$ cat src/rtl/ham_pkg.sv
// Shared types and constants for the Hamming (7,4) receive path.
package ham_pkg;

    localparam int CW_W   = 7;
    localparam int DATA_W = 4;

    typedef logic [CW_W-1:0] ham_cw_t;

    typedef enum logic [2:0] {
        IDLE,
        START,
        DATA,
        STOP,
        WAIT_HIGH
    } ham_rx_state_t;

endpackage

$ cat src/rtl/ham_word_fifo.sv
// Two-entry codeword FIFO with a registered head; push and pop may coincide even when full.
module ham_word_fifo
    import ham_pkg::*;
(
    input  logic    clk,
    input  logic    rst_n,
    input  logic    push,
    input  ham_cw_t push_data,
    input  logic    pop,
    output ham_cw_t head,
    output logic    full,
    output logic    empty
);

    logic [1:0] count;
    ham_cw_t    tail;

    assign full  = (count == 2'd2);
    assign empty = (count == 2'd0);

    always_ff @(posedge clk or negedge rst_n) begin
        if (!rst_n) begin
            head  <= '0;
            tail  <= '0;
            count <= 2'd0;
        end else begin
            case ({push, pop})
                2'b10: begin
                    if (count == 2'd0) begin
                        head <= push_data;
                    end else if (count == 2'd1) begin
                        tail <= push_data;
                    end
                    if (count != 2'd2) begin
                        count <= count + 2'd1;
                    end
                end
                2'b01: begin
                    head  <= tail;
                    count <= count - 2'd1;
                end
                2'b11: begin
                    // Occupancy is unchanged; the new word lands behind whatever remains.
                    if (count == 2'd2) begin
                        head <= tail;
                        tail <= push_data;
                    end else begin
                        head <= push_data;
                    end
                end
                default: ;
            endcase
        end
    end

endmodule

$ cat src/rtl/ham_word_receiver.sv
// Serial codeword receiver: 2-FF synchronizer, frame FSM, 2-entry FIFO, optional output bit flip.
// Define HAM_ERR_INJECT_EN to build in the error-injection stage on word_o.
//
// state     | meaning
// IDLE      | line idle, waiting for rx low
// START     | timing to mid start bit, rejecting glitches
// DATA      | sampling 7 data bits mid-bit, LSB first
// STOP      | sampling the stop bit, pushing or flagging
// WAIT_HIGH | after a framing error, waiting for the line to return high
module ham_word_receiver
    import ham_pkg::*;
#(
    parameter int CLKS_PER_BIT = 16
) (
    input  logic            clk,
    input  logic            rst_n,
    input  logic            rx_i,
    input  logic            inj_en_i,
    input  logic [2:0]      inj_pos_i,
    output logic [CW_W-1:0] word_o,
    output logic            word_valid_o,
    input  logic            word_ready_i,
    output logic            frame_err_o,
    output logic            overrun_o,
    output logic            busy_o
);

    localparam int                CNT_W   = $clog2(CLKS_PER_BIT);
    localparam logic [CNT_W-1:0]  HALF_LD = CNT_W'(CLKS_PER_BIT / 2 - 1);
    localparam logic [CNT_W-1:0]  FULL_LD = CNT_W'(CLKS_PER_BIT - 1);

    logic             rx_meta;
    logic             rx_sync;
    ham_rx_state_t    state;
    logic [CNT_W-1:0] cnt;
    logic [2:0]       bit_cnt;
    ham_cw_t          shift_q;
    ham_cw_t          fifo_head;
    logic             fifo_full;
    logic             fifo_empty;
    logic             stop_tick;
    logic             push;
    logic             pop;

    always_ff @(posedge clk or negedge rst_n) begin
        if (!rst_n) begin
            rx_meta <= 1'b1;
            rx_sync <= 1'b1;
        end else begin
            rx_meta <= rx_i;
            rx_sync <= rx_meta;
        end
    end

    assign stop_tick    = (state == STOP) && (cnt == '0);
    assign pop          = word_valid_o && word_ready_i;
    assign push         = stop_tick && rx_sync && (!fifo_full || pop);
    assign word_valid_o = !fifo_empty;
    assign busy_o       = (state != IDLE);

    always_ff @(posedge clk or negedge rst_n) begin
        if (!rst_n) begin
            state       <= IDLE;
            cnt         <= '0;
            bit_cnt     <= 3'd0;
            shift_q     <= '0;
            frame_err_o <= 1'b0;
            overrun_o   <= 1'b0;
        end else begin
            frame_err_o <= 1'b0;
            overrun_o   <= 1'b0;
            case (state)
                IDLE: begin
                    if (!rx_sync) begin
                        state   <= START;
                        cnt     <= HALF_LD;
                        bit_cnt <= 3'd0;
                    end
                end
                START: begin
                    if (cnt == '0) begin
                        if (!rx_sync) begin
                            state <= DATA;
                            cnt   <= FULL_LD;
                        end else begin
                            state <= IDLE;
                        end
                    end else begin
                        cnt <= cnt - 1'b1;
                    end
                end
                DATA: begin
                    if (cnt == '0) begin
                        shift_q[bit_cnt] <= rx_sync;
                        cnt              <= FULL_LD;
                        if (bit_cnt == 3'd6) begin
                            state <= STOP;
                        end else begin
                            bit_cnt <= bit_cnt + 3'd1;
                        end
                    end else begin
                        cnt <= cnt - 1'b1;
                    end
                end
                STOP: begin
                    if (cnt == '0) begin
                        // Leaving at mid-stop-bit leaves half a bit to catch a back-to-back start.
                        if (rx_sync) begin
                            state     <= IDLE;
                            overrun_o <= fifo_full && !pop;
                        end else begin
                            state       <= WAIT_HIGH;
                            frame_err_o <= 1'b1;
                        end
                    end else begin
                        cnt <= cnt - 1'b1;
                    end
                end
                WAIT_HIGH: begin
                    if (rx_sync) begin
                        state <= IDLE;
                    end
                end
                default: state <= IDLE;
            endcase
        end
    end

    ham_word_fifo u_fifo (
        .clk       (clk),
        .rst_n     (rst_n),
        .push      (push),
        .push_data (shift_q),
        .pop       (pop),
        .head      (fifo_head),
        .full      (fifo_full),
        .empty     (fifo_empty)
    );

`ifdef HAM_ERR_INJECT_EN
    ham_cw_t inj_mask;

    always_comb begin
        inj_mask = '0;
        if (inj_en_i && (inj_pos_i < 3'd7)) begin
            inj_mask[inj_pos_i] = 1'b1;
        end
    end

    assign word_o = fifo_head ^ inj_mask;
`else
    logic unused_inj;
    assign unused_inj = ^{inj_en_i, inj_pos_i};
    assign word_o     = fifo_head;
`endif

endmodule

$ cat config.mk
export PLATFORM = sky130hd
export DESIGN_NAME = ham_word_receiver
export DESIGN_NICKNAME = d
export VERILOG_FILES = /design/src/rtl/ham_pkg.sv /design/src/rtl/ham_word_fifo.sv /design/src/rtl/ham_word_receiver.sv
export SDC_FILE = /design/constraint.sdc
export NUM_CORES = 1
export LEC_CHECK = 0
export CORE_ASPECT_RATIO = 0.8
export CORE_MARGIN = 1.5
export CORE_UTILIZATION = 47
export DETAILED_ROUTE_END_ITERATION = 10
export PLACE_DENSITY = 0.68
export SYNTH_ARGS = -nofsm -noshare
export SYNTH_HDL_FRONTEND = slang
export SYNTH_SLANG_ARGS = --single-unit
$ cat constraint.sdc
create_clock -name clk -period 2.8 [get_ports clk]
set_input_delay 0.42 -clock clk [delete_from_list [all_inputs] [get_ports clk]]
set_output_delay 0.42 -clock clk [all_outputs]
set_load 0.1 [all_outputs]
==> results.cfg <==
[outcome]
outcome = complete, no violations

[critical_path]
crit_family = simple AND/OR/NAND/NOR gates
crit_required_ns = 2.97
reg2reg_depth = 6
crit_type = reg2reg
critical_path_depth = 6
rrSetupSlack_ns = 0.37
critPathArrivalTime_ns = 2.60
end_kind = flop
regToRegEndpoint = u_fifo.tail[3]
critPathLaunch = cnt[0]
crit_end = u_fifo.tail[3]
cp_slowest_cell = or3_1
critPathBufInv = 1
cp_cell_sequence = inv_1 -> ha_1 -> nor3b_4 -> nand4_2 -> or3_1 -> mux2_4
max_stage_delay_ns = 0.62
path_max_fanout = 9
rr_startpoint = cnt[0]
crit_path_start_kind = flop

[drt]
first_pass_iters = 4
viasPerCell = 5.72
wl_per_cell_um = 15.8
ant_nets = 0
totalWireLength_mm = 4.01
drc_errors = 0
vias = 1446
drtIter0Drc = 56

[yosys]
synth-edff-count = 0
yosysTopAreaCellShare_pct = 44.1
yosys-top-cells-count = 35 x dfrtp_1, 17 x nor2_1, 11 x a21oi_1
synth-xor-area-share_pct = 0.882
syn_area_per_cell_um2 = 10.9
yosysSeqAreaShare_pct = 46.8
ys_ff_latch = 37
synthFlopType = dfrtp_1
yosys.area_share.simple_pct = 16.7
synthTopCellsByArea = dfrtp_1 44%, mux2_4 5.3%, mux2i_1 4.0%
async_flop_share_pct = 100
ys_warn_count = 0
synth_fp_nets = 197
synth_fa_ha_area_share_pct = 3.78
synth_top_family_by_area = simple AND/OR/NAND/NOR gates
synth_largest_area_cell = dfrtp_1
synthesis.area_um2 = 1990
synth_compound_area_share_pct = 14.1
synth_mux_area_share_pct = 13.9
syn_inst = 183
synth_cell_type_count = 47
synth_most_common_cell = dfrtp_1

[clock_tree]
clk_root_buffer_cell = clkbuf_8
htreeDepth = 2
cts.sinks = 37
cts_tree = yes
clk_pin_slew_ns = 0.07
cts.path.max_buffers = 2
cts_made_buffers = 5
cts_resized = 0
hold_buffers = 0
postCtsSetupBuffers = 0
clkLatencyLatePin_ns = 0.29

[power_and_ir_drop]
p_leak_nw = 1.07
powerDensity_nw_per_um2 = 1120
vdd_drop_max_v = 0.000586

[floorplanning]
die-area_um2 = 4630
io_pins = 19
num_rows = 20
die_y_um = 61.1
start_util_pct = 50.5
die_w_um = 75.7
coreArea_um2 = 3930

[placed_design]
placed_area_um2 = 2140
place_inst = 245
place.gp.congestion = 0.806
port_buffers = 14
hpwl_mm = 2.80

[timing]
timing.setup.tns_ns = 0
finalCritPeriodShare_pct = 86.8
maxSlewHeadroom_pct = 58.4
rsz0062_at_grt = false
fmax_mhz = 412
min_period_ns = 2.43
skew_ns = 0.00649
worst_pin_slew_ns = 0.624
setup_viol = 0
report.final.slew_viol_count = 0
hold_viol_final = 0

[cells_and_area]
fin_area_um2 = 2280
areaGrowthSynthToFinish_pct = 14.6
fin_nets = 211
drive_above_1_share_pct = 21.7
fillers = 347
fin_cells = 253
num_antenna_cells = 0

[global_route]
track_usage_pct = 20.0
grt_pass1_wl_mm = 6.80
grt_pass1_vias = 1496
grt_max_degree = 38
antenna_found_initial = 0
grt_overflow = 0

[worst_hold_path]
hold_path.class = reg2reg

[job]
max-cap-violations = 0
[cell usage in the layout (no fill, tap or decap), types with 3 or more instances in the layout]
cell type / count
o22ai_1: 7
dfrtp_1: 35
clkbuf_8: 5
mux2i_1: 8
clkdlybuf4s50_1: 3
buf_4: 14
nor2_1: 17
a21oi_1: 11
or3_1: 3
nor3_1: 7
mux2_1: 3
nand2b_1: 3
o21ai_0: 5
mux2_2: 5
mux2_4: 7
a221oi_1: 7
nand2_1: 6
ha_1: 6
inv_1: 8
[logic make-up after synthesis]
logic type,Yosys count
buf+inv,18
compound gates,41
fa+ha+maj,6
xor+xnor,2
mux,23
simple gates,56
flops,37
[layer usage]
| layer | GRT usage [%] | part of all wire, % | wire [um] | vias up |
|---|---|---|---|---|
| met3 | 4.75 | 4.4 | 178 | 2 |
| li1 | - | - | - | 698 |
| met2 | 35.6 | 50 | 2010 | 33 |
| met5 | 0 | 0 | 0 | - |
| met1 | 24.0 | 45 | 1800 | 713 |
| met4 | 6.89 | 0.40 | 16 | 0 |
[area by class of cell]
cell class	instances	area (um^2)	share of cell area [%]
sequential	37	928	40.8
clock buffer	5	68.8	3.02
multi-input combinational	128	980	43.0
tap	55	68.8	3.02
clock inverter	3	65.1	2.86
inverter	8	30.0	1.32
timing repair buffer	17	135	5.94
[flip-flops by register name (all words and copies together), names as in the netlist]
| signal | count |
|---|---|
| u_fifo.head | 7 |
| rx_sync | 1 |
| u_fifo.count | 2 |
| rx_meta | 1 |
| bit_cnt | 3 |
| state | 3 |
| cnt | 4 |
| overrun_o | 1 |
| shift_q | 7 |
| u_fifo.tail | 7 |
| frame_err_o | 1 |
[metrics by stage]
step	hold slack, ns	utilization, %	power, W	setup slack (ns)
global placement	0.350	54.5	0.00194	0.424
floorplan	0.124	-	0.00173	0.620
detailed placement	0.349	54.5	0.00201	0.365
CTS	0.363	57.9	0.00255	0.348
global route	0.365	57.9	0.00269	0.206
finish	0.359	57.9	0.00254	0.371
[worst min path at each step]
stage	startpoint	depth (start not counted)	end
final	rx_meta	0	rx_sync
after global routing	rx_meta	0	rx_sync
after CTS	rx_meta	0	rx_sync
after detailed placement	rx_meta	0	rx_sync
after global placement	rx_meta	0	rx_sync
after floorplan	rst_n	0	bit_cnt[0]
[where the power goes]
part | switching, W | internal (W) | leakage (nW)
Sequential | 0.000145 | 0.000655 | 0.477
Clock | 0.000190 | 0.000354 | 0.0681
Combinational | 0.000827 | 0.000369 | 0.524
Total | 0.00116 | 0.00138 | 1.07
No activity file was read; power rests on OpenSTA's default activity.
